### src/rtl/dma_width_bridge.sv
`default_nettype none
// ============================================================================
// Module   : dma_width_bridge
// Purpose  : Bidirectional width-converting DMA bridge between a CPU_W-bit
//            CPU port and a MEM_W-bit (CPU_W/RATIO) memory port, buffered by
//            a DEPTH-entry FIFO of CPU words.
//              mode 1 (cpu->mem): CPU words are pushed whole and leave as
//                                 RATIO slices, least-significant first.
//              mode 0 (mem->cpu): MEM slices are packed LSB-first into a CPU
//                                 word, which is pushed on the last slice.
//            A transfer moves xfer_len CPU words and ends with a one-cycle
//            done pulse.
// Revision : 1.0 - initial release
// ----------------------------------------------------------------------------
// Ports
//   clk, resetn        : clock; synchronous active-low reset
//   mode, start,
//   xfer_len           : transfer control, sampled only in IDLE with start
//   busy, done         : transfer in progress / one-cycle completion pulse
//   cpu_to_dma_valid,
//   cpu_data_out,
//   cpu_to_dma_enable  : CPU source channel (mode 1)
//   dma_to_cpu_valid,
//   cpu_data_in,
//   dma_to_cpu_enable  : CPU sink channel (mode 0)
//   mem_to_dma_valid,
//   mem_data_out,
//   mem_to_dma_enable  : MEM source channel (mode 0)
//   dma_to_mem_valid,
//   mem_data_in,
//   dma_to_mem_enable  : MEM sink channel (mode 1)
// ============================================================================
module dma_width_bridge #(
  parameter int CPU_W = 8,
  parameter int RATIO = 2,
  parameter int DEPTH = 4,
  parameter int CNT_W = 8
) (
  input  logic                   clk,
  input  logic                   resetn,
  input  logic                   mode,
  input  logic                   start,
  input  logic [CNT_W-1:0]       xfer_len,
  output logic                   busy,
  output logic                   done,
  input  logic                   cpu_to_dma_valid,
  input  logic [CPU_W-1:0]       cpu_data_out,
  output logic                   cpu_to_dma_enable,
  output logic                   dma_to_cpu_valid,
  output logic [CPU_W-1:0]       cpu_data_in,
  input  logic                   dma_to_cpu_enable,
  input  logic                   mem_to_dma_valid,
  input  logic [CPU_W/RATIO-1:0] mem_data_out,
  output logic                   mem_to_dma_enable,
  output logic                   dma_to_mem_valid,
  output logic [CPU_W/RATIO-1:0] mem_data_in,
  input  logic                   dma_to_mem_enable
);

  localparam int MEM_W = CPU_W / RATIO;
  localparam int PTR_W = (DEPTH > 1) ? $clog2(DEPTH) : 1;
  localparam int IDX_W = (RATIO > 1) ? $clog2(RATIO) : 1;

  localparam logic [IDX_W-1:0] c_LAST_IDX = IDX_W'(RATIO - 1);
  localparam logic [PTR_W:0]   c_DEPTH    = (PTR_W + 1)'(DEPTH);

  typedef enum logic [1:0] {
    S_IDLE = 2'd0,
    S_RUN  = 2'd1,
    S_DONE = 2'd2
  } state_t;

  state_t             r_state;
  state_t             w_state_nxt;

  // Latched transfer parameters
  logic               r_mode;
  logic [CNT_W-1:0]   r_len;

  // Word counters: source counts words entering the FIFO, sink counts words
  // fully delivered out of it.
  logic [CNT_W-1:0]   r_src_cnt;
  logic [CNT_W-1:0]   r_sink_cnt;

  // FIFO of CPU words
  logic [CPU_W-1:0]   r_fifo [DEPTH];
  logic [PTR_W-1:0]   r_wr_ptr;
  logic [PTR_W-1:0]   r_rd_ptr;
  logic [PTR_W:0]     r_count;

  // Slice bookkeeping: r_in_idx selects the slice being assembled (mode 0),
  // r_out_idx selects the head slice being presented (mode 1).
  logic [IDX_W-1:0]   r_in_idx;
  logic [IDX_W-1:0]   r_out_idx;
  logic [CPU_W-1:0]   r_asm;

  logic               w_run;
  logic               w_full;
  logic               w_empty;
  logic               w_src_en;
  logic               w_out_valid;
  logic [CPU_W-1:0]   w_head;
  logic [MEM_W-1:0]   w_head_slice;
  logic [CPU_W-1:0]   w_asm_word;
  logic [CPU_W-1:0]   w_push_data;
  logic               w_cpu_in_beat;
  logic               w_mem_in_beat;
  logic               w_cpu_out_beat;
  logic               w_mem_out_beat;
  logic               w_push;
  logic               w_pop;

  // --------------------------------------------------------------------------
  // FSM: state register
  // --------------------------------------------------------------------------
  always_ff @(posedge clk) begin
    if (!resetn) begin
      r_state <= S_IDLE;
    end else begin
      r_state <= w_state_nxt;
    end
  end

  // --------------------------------------------------------------------------
  // FSM: next state and state-decoded outputs
  // --------------------------------------------------------------------------
  always_comb begin
    w_state_nxt = r_state;
    busy        = 1'b0;
    done        = 1'b0;
    w_src_en    = 1'b0;
    case (r_state)
      S_IDLE: begin
        if (start) begin
          w_state_nxt = (xfer_len == '0) ? S_DONE : S_RUN;
        end
      end
      S_RUN: begin
        busy     = 1'b1;
        // Source throttles on a full FIFO and stops once every word of the
        // transfer has been accepted.
        w_src_en = !w_full && (r_src_cnt < r_len);
        if (r_sink_cnt == r_len) begin
          w_state_nxt = S_DONE;
        end
      end
      S_DONE: begin
        done        = 1'b1;
        w_state_nxt = S_IDLE;
      end
      default: begin
        w_state_nxt = S_IDLE;
      end
    endcase
  end

  // --------------------------------------------------------------------------
  // Channel handshakes. Every output below is a function of registers only.
  // --------------------------------------------------------------------------
  assign w_run   = (r_state == S_RUN);
  assign w_full  = (r_count == c_DEPTH);
  assign w_empty = (r_count == '0);
  assign w_head  = r_fifo[r_rd_ptr];

  assign w_out_valid = w_run && !w_empty;

  assign cpu_to_dma_enable = w_src_en &  r_mode;
  assign mem_to_dma_enable = w_src_en & ~r_mode;
  assign dma_to_mem_valid  = w_out_valid &  r_mode;
  assign dma_to_cpu_valid  = w_out_valid & ~r_mode;

  // Data is forced to zero whenever the matching valid is low so that the
  // idle/reset state presents all-zero outputs regardless of FIFO contents.
  assign cpu_data_in = dma_to_cpu_valid ? w_head       : '0;
  assign mem_data_in = dma_to_mem_valid ? w_head_slice : '0;

  assign w_cpu_in_beat  = cpu_to_dma_valid & cpu_to_dma_enable;
  assign w_mem_in_beat  = mem_to_dma_valid & mem_to_dma_enable;
  assign w_cpu_out_beat = dma_to_cpu_valid & dma_to_cpu_enable;
  assign w_mem_out_beat = dma_to_mem_valid & dma_to_mem_enable;

  // A word enters the FIFO on a CPU beat, or on the final MEM slice.
  assign w_push = w_cpu_in_beat | (w_mem_in_beat & (r_in_idx == c_LAST_IDX));
  // A word leaves the FIFO on a CPU beat, or once its final slice is taken.
  assign w_pop  = w_cpu_out_beat | (w_mem_out_beat & (r_out_idx == c_LAST_IDX));

  assign w_push_data = r_mode ? cpu_data_out : w_asm_word;

  // Head slice selected by the output slice index, slice 0 = LSBs.
  always_comb begin
    w_head_slice = '0;
    for (int i = 0; i < RATIO; i++) begin
      if (r_out_idx == IDX_W'(i)) begin
        w_head_slice = w_head[i*MEM_W +: MEM_W];
      end
    end
  end

  // Assembly word with the incoming slice merged at the current index. On the
  // final slice this is the complete word that gets pushed, so the slice does
  // not have to be registered first.
  always_comb begin
    w_asm_word = '0;
    for (int i = 0; i < RATIO; i++) begin
      if (r_in_idx == IDX_W'(i)) begin
        w_asm_word[i*MEM_W +: MEM_W] = mem_data_out;
      end else begin
        w_asm_word[i*MEM_W +: MEM_W] = r_asm[i*MEM_W +: MEM_W];
      end
    end
  end

  // --------------------------------------------------------------------------
  // Datapath control registers
  // --------------------------------------------------------------------------
  always_ff @(posedge clk) begin
    if (!resetn) begin
      r_mode     <= 1'b0;
      r_len      <= '0;
      r_src_cnt  <= '0;
      r_sink_cnt <= '0;
      r_wr_ptr   <= '0;
      r_rd_ptr   <= '0;
      r_count    <= '0;
      r_in_idx   <= '0;
      r_out_idx  <= '0;
      r_asm      <= '0;
    end else if (r_state == S_IDLE) begin
      // Parameters are captured only here, so changes on mode/xfer_len
      // during a transfer have no effect. Everything else is re-armed.
      if (start) begin
        r_mode <= mode;
        r_len  <= xfer_len;
      end
      r_src_cnt  <= '0;
      r_sink_cnt <= '0;
      r_wr_ptr   <= '0;
      r_rd_ptr   <= '0;
      r_count    <= '0;
      r_in_idx   <= '0;
      r_out_idx  <= '0;
      r_asm      <= '0;
    end else begin
      if (w_push) begin
        r_wr_ptr  <= r_wr_ptr + PTR_W'(1);
        r_src_cnt <= r_src_cnt + CNT_W'(1);
      end
      if (w_pop) begin
        r_rd_ptr   <= r_rd_ptr + PTR_W'(1);
        r_sink_cnt <= r_sink_cnt + CNT_W'(1);
      end
      // Simultaneous push and pop leaves occupancy unchanged.
      r_count <= r_count + (PTR_W + 1)'(w_push) - (PTR_W + 1)'(w_pop);

      if (w_mem_in_beat) begin
        r_asm    <= w_asm_word;
        r_in_idx <= (r_in_idx == c_LAST_IDX) ? '0 : r_in_idx + IDX_W'(1);
      end
      if (w_mem_out_beat) begin
        r_out_idx <= (r_out_idx == c_LAST_IDX) ? '0 : r_out_idx + IDX_W'(1);
      end
    end
  end

  // --------------------------------------------------------------------------
  // FIFO storage. Contents need no reset: reads are masked by valid.
  // --------------------------------------------------------------------------
  always_ff @(posedge clk) begin
    if (w_push) begin
      r_fifo[r_wr_ptr] <= w_push_data;
    end
  end

endmodule
`default_nettype wire
### config.mk
export PLATFORM = sky130hd
export DESIGN_NAME = dma_width_bridge
export DESIGN_NICKNAME = d
export VERILOG_FILES = /design/src/rtl/dma_width_bridge.sv
export SDC_FILE = /design/constraint.sdc
export NUM_CORES = 1
export LEC_CHECK = 0
export BUFFER_PORTS_ARGS = -buffer_cell sky130_fd_sc_hd__buf_2
export CAP_MARGIN = 20
export CORE_ASPECT_RATIO = 1.25
export CORE_MARGIN = 2
export CORE_UTILIZATION = 62
export DETAILED_ROUTE_END_ITERATION = 8
export GPL_TIMING_DRIVEN = 0
export HOLD_SLACK_MARGIN = 0.1
export MAX_ROUTING_LAYER = met4
export PLACE_DENSITY = 0.84
export SYNTH_ARGS = -nofsm -noshare
export SYNTH_HDL_FRONTEND = slang
export SYNTH_SLANG_ARGS = --single-unit
### constraint.sdc
create_clock -name clk -period 8.7 [get_ports clk]
set_input_delay 1.74 -clock clk [delete_from_list [all_inputs] [get_ports clk]]
set_output_delay 1.74 -clock clk [all_outputs]
set_load 0.01 [all_outputs]
==> results.ini <==
[yosys]
syn_nets = 409
synth.largest_area_cell = edfxtp_1
ys_warn_count = 0
seq_area_frac_synth_pct = 49.90
synthArstFlopShare_pct = 0
synth_edf_count = 32
netlist_instances = 365
syn_area_sq_um = 3771
avgSynthCellArea_sq_um = 10.33
ys_ff_latch = 78
synth.distinct_cells = 45
synth_flop_cell = dfxtp_1
synth_top_area_share_pct = 25.48
synth_area_leaders = edfxtp_1 (25%), dfxtp_1 (24%), ha_1 (5.0%)

[cts]
cts_buffers = 9
cts_tree = yes
cts_resized = 0
cts-root-buf = clkbuf_8
cts_setup_buffers = 0
ctsHtreeMaxLevel = 3
cts_hold_buf = 0
clkTransAtPathRegs_ps = 80
clock_sinks = 78
clkLatencyLatePin_ps = 350
cts_max_path_buffers = 2

[placement]
port_buffers = 45
dp_slack_ps = 4659
placed_cells = 476
place_hpwl_um = 5727
place.gp.congestion = 0.8649

[floorplan]
rows = 31
die_w_um = 73.76
core_area_sq_um = 5818
die_area_sq_um = 6726
dieHeight_um = 91.20
io_pins = 46
start_util_pct = 64.82

[critical_path]
critPathMaxFanout = 10
crit_buf_inv = 3
slowest_delay_ps = 400
startpoint = r_len[1]
cp_cell_sequence = inv_1, ha_1, or3b_1, o2111ai_1, a41oi_1, clkbuf_1, nor3b_1, buf_2
end_kind = output port
worstSetupStartpointType = flop
r2r_slack_ps = 5240
crit_end = cpu_to_dma_enable
critPathSlowestCell = dfxtp_1
r2r-end = r_count[2]
reg2regPathDepth = 14
worstSetupPathType = reg2out
cp.required_ps = 6960
arrival_ps = 2560
rr_startpoint = r_len[1]
cpLargestDelayFamily = simple AND/OR/NAND/NOR gates
cp.depth = 8

[finish]
antennaDiodeCount = 0
finalNonFillerCells = 492
nNetsFinal = 465
layout_common_cells = buf_2 (46), dfxtp_1 (46), nand2_1 (38)
syn2layout_area_growth_pct = 13.54
drive_above_1_share_pct = 17.61

[pwr]
ir_worst_vdd_mv = 0.1326
totalPowerFinal_w = 0.0007367
power.leakage_nw = 1.585
cellPowerDensity_nw_per_um2 = 172.1

[timing]
tns_ps = 0
worstMarginPinSlew_ps = 827.8
setup_violations = 0
min_period_ps = 4300
drv_slew = 0
clock_skew_ps = 11.64
rsz0062_at_grt = false
finalCritPeriodShare_pct = 49.43
slew_headroom_pct = 44.39
layout_setup_ws_ps = 4400
fmax_ghz = 0.2325
hold_viol_final = 0

[detailed_routing]
routed-via-count = 2968
vias_per_cell = 6.033
dr.pass1.iters = 5
antenna_left = 0
wl_um = 8087
post_drt_wl_per_cell_um = 16.44
drt_iter0_drc = 262
drc = 0

[global_routing]
grt_pass1_vias = 2865
overflow = 0
antenna_found_initial = 0
grt_max_degree = 16
grt_pass1_wl_um = 13320
grt.total_usage_pct = 26.69

[run_status]
status = completed

[job]
max-cap-violations = 0

[hold_path]
hold_class = reg2reg

## per-layer routing
metal	vias up	track usage (%)	wire length, um
li1	1426	-	-
met4	0	10.00	143
met2	103	43.23	4086
met3	12	4.550	414
met1	1427	33.14	3442
met5	-	-	0
## per-stage QoR
stage / hold slack (ps) / util, % / instance area [sq um]
floorplan: 446.8 / - / 3771
global placement: 457.0 / 70.11 / 4079
detailed placement: 468.4 / 70.11 / 4079
CTS: 483.1 / 73.59 / 4282
global route: 512.2 / 73.59 / 4282
finish: 485.7 / 73.59 / 4282
## layout make-up
class / count / area, sq um
Buffer: 17 / 65.06
Clock buffer: 9 / 123.9
Fill cell: 399 / 1536
Sequential cell: 78 / 1882
Tap cell: 66 / 82.58
Clock inverter: 7 / 78.83
Multi-Input combinational cell: 255 / 1768
Inverter: 15 / 56.30
Timing Repair Buffer: 45 / 225.2
## worst min-delay path: cells and delay by family (launching register included)
family	cells	cell delay, ps
flops	1	320
compound gates	2	130
## logic make-up after synthesis
kind of cell               count (synthesis)  synth area share, %
AOI/OAI and AO/OA                         64                10.32
xor gates and xnor gates                  20                4.645
adders and majority gates                 16                5.508
buffers and inverters                     32                3.218
DFF                                       78                49.90
muxes                                     22                8.494
and+or+nand+nor                          133                17.92
## state kept, by name, indices dropped and copies added, names as in the netlist, named ones only
| name | cells |
|---|---|
| r_len | 8 |
| r_src_cnt | 8 |
| r_in_idx | 1 |
| r_asm | 8 |
| r_fifo | 32 |
| r_sink_cnt | 8 |
| r_wr_ptr | 2 |
| r_state | 2 |
| r_mode | 1 |
| r_rd_ptr | 2 |
| r_count | 3 |
| r_out_idx | 1 |
## how the worst min path moves through the flow
stage                       from            to  slack, ps  depth (start not counted)
floorplan           r_src_cnt[7]  r_src_cnt[7]        450                          2
global placement    r_src_cnt[7]  r_src_cnt[7]        460                          2
detailed placement  r_src_cnt[7]  r_src_cnt[7]        470                          2
CTS                     r_asm[7]      r_asm[7]        480                          2
global route            r_asm[1]      r_asm[1]        510                          2
finish                  r_asm[3]      r_asm[3]        490                          2
## where the power goes
part | internal, W | switching, W
logic | 0.0000234 | 0.0000474
clock network | 0.000135 | 0.000140
registers | 0.000386 | 0.00000496
## synthesized netlist by cell type (2+ instances only)
library cell and number:
a21boi_0 9, a21oi_1 19, and2_1 11, and3_1 7, clkbuf_1 16, dfxtp_1 46, edfxtp_1 32, ha_1 15
inv_1 15, mux2i_1 14, mux4_2 8, nand2_1 38, nand2b_1 2, nand3_1 17, nand4_1 5, nor2_1 26
nor3_1 6, nor3b_1 2, nor4_1 2, o21a_1 3, o21ai_0 20, o31ai_1 4, or3_1 3, or4_1 6
xnor2_1 4, xor2_1 16
No activity file was read; power rests on OpenSTA's default activity.
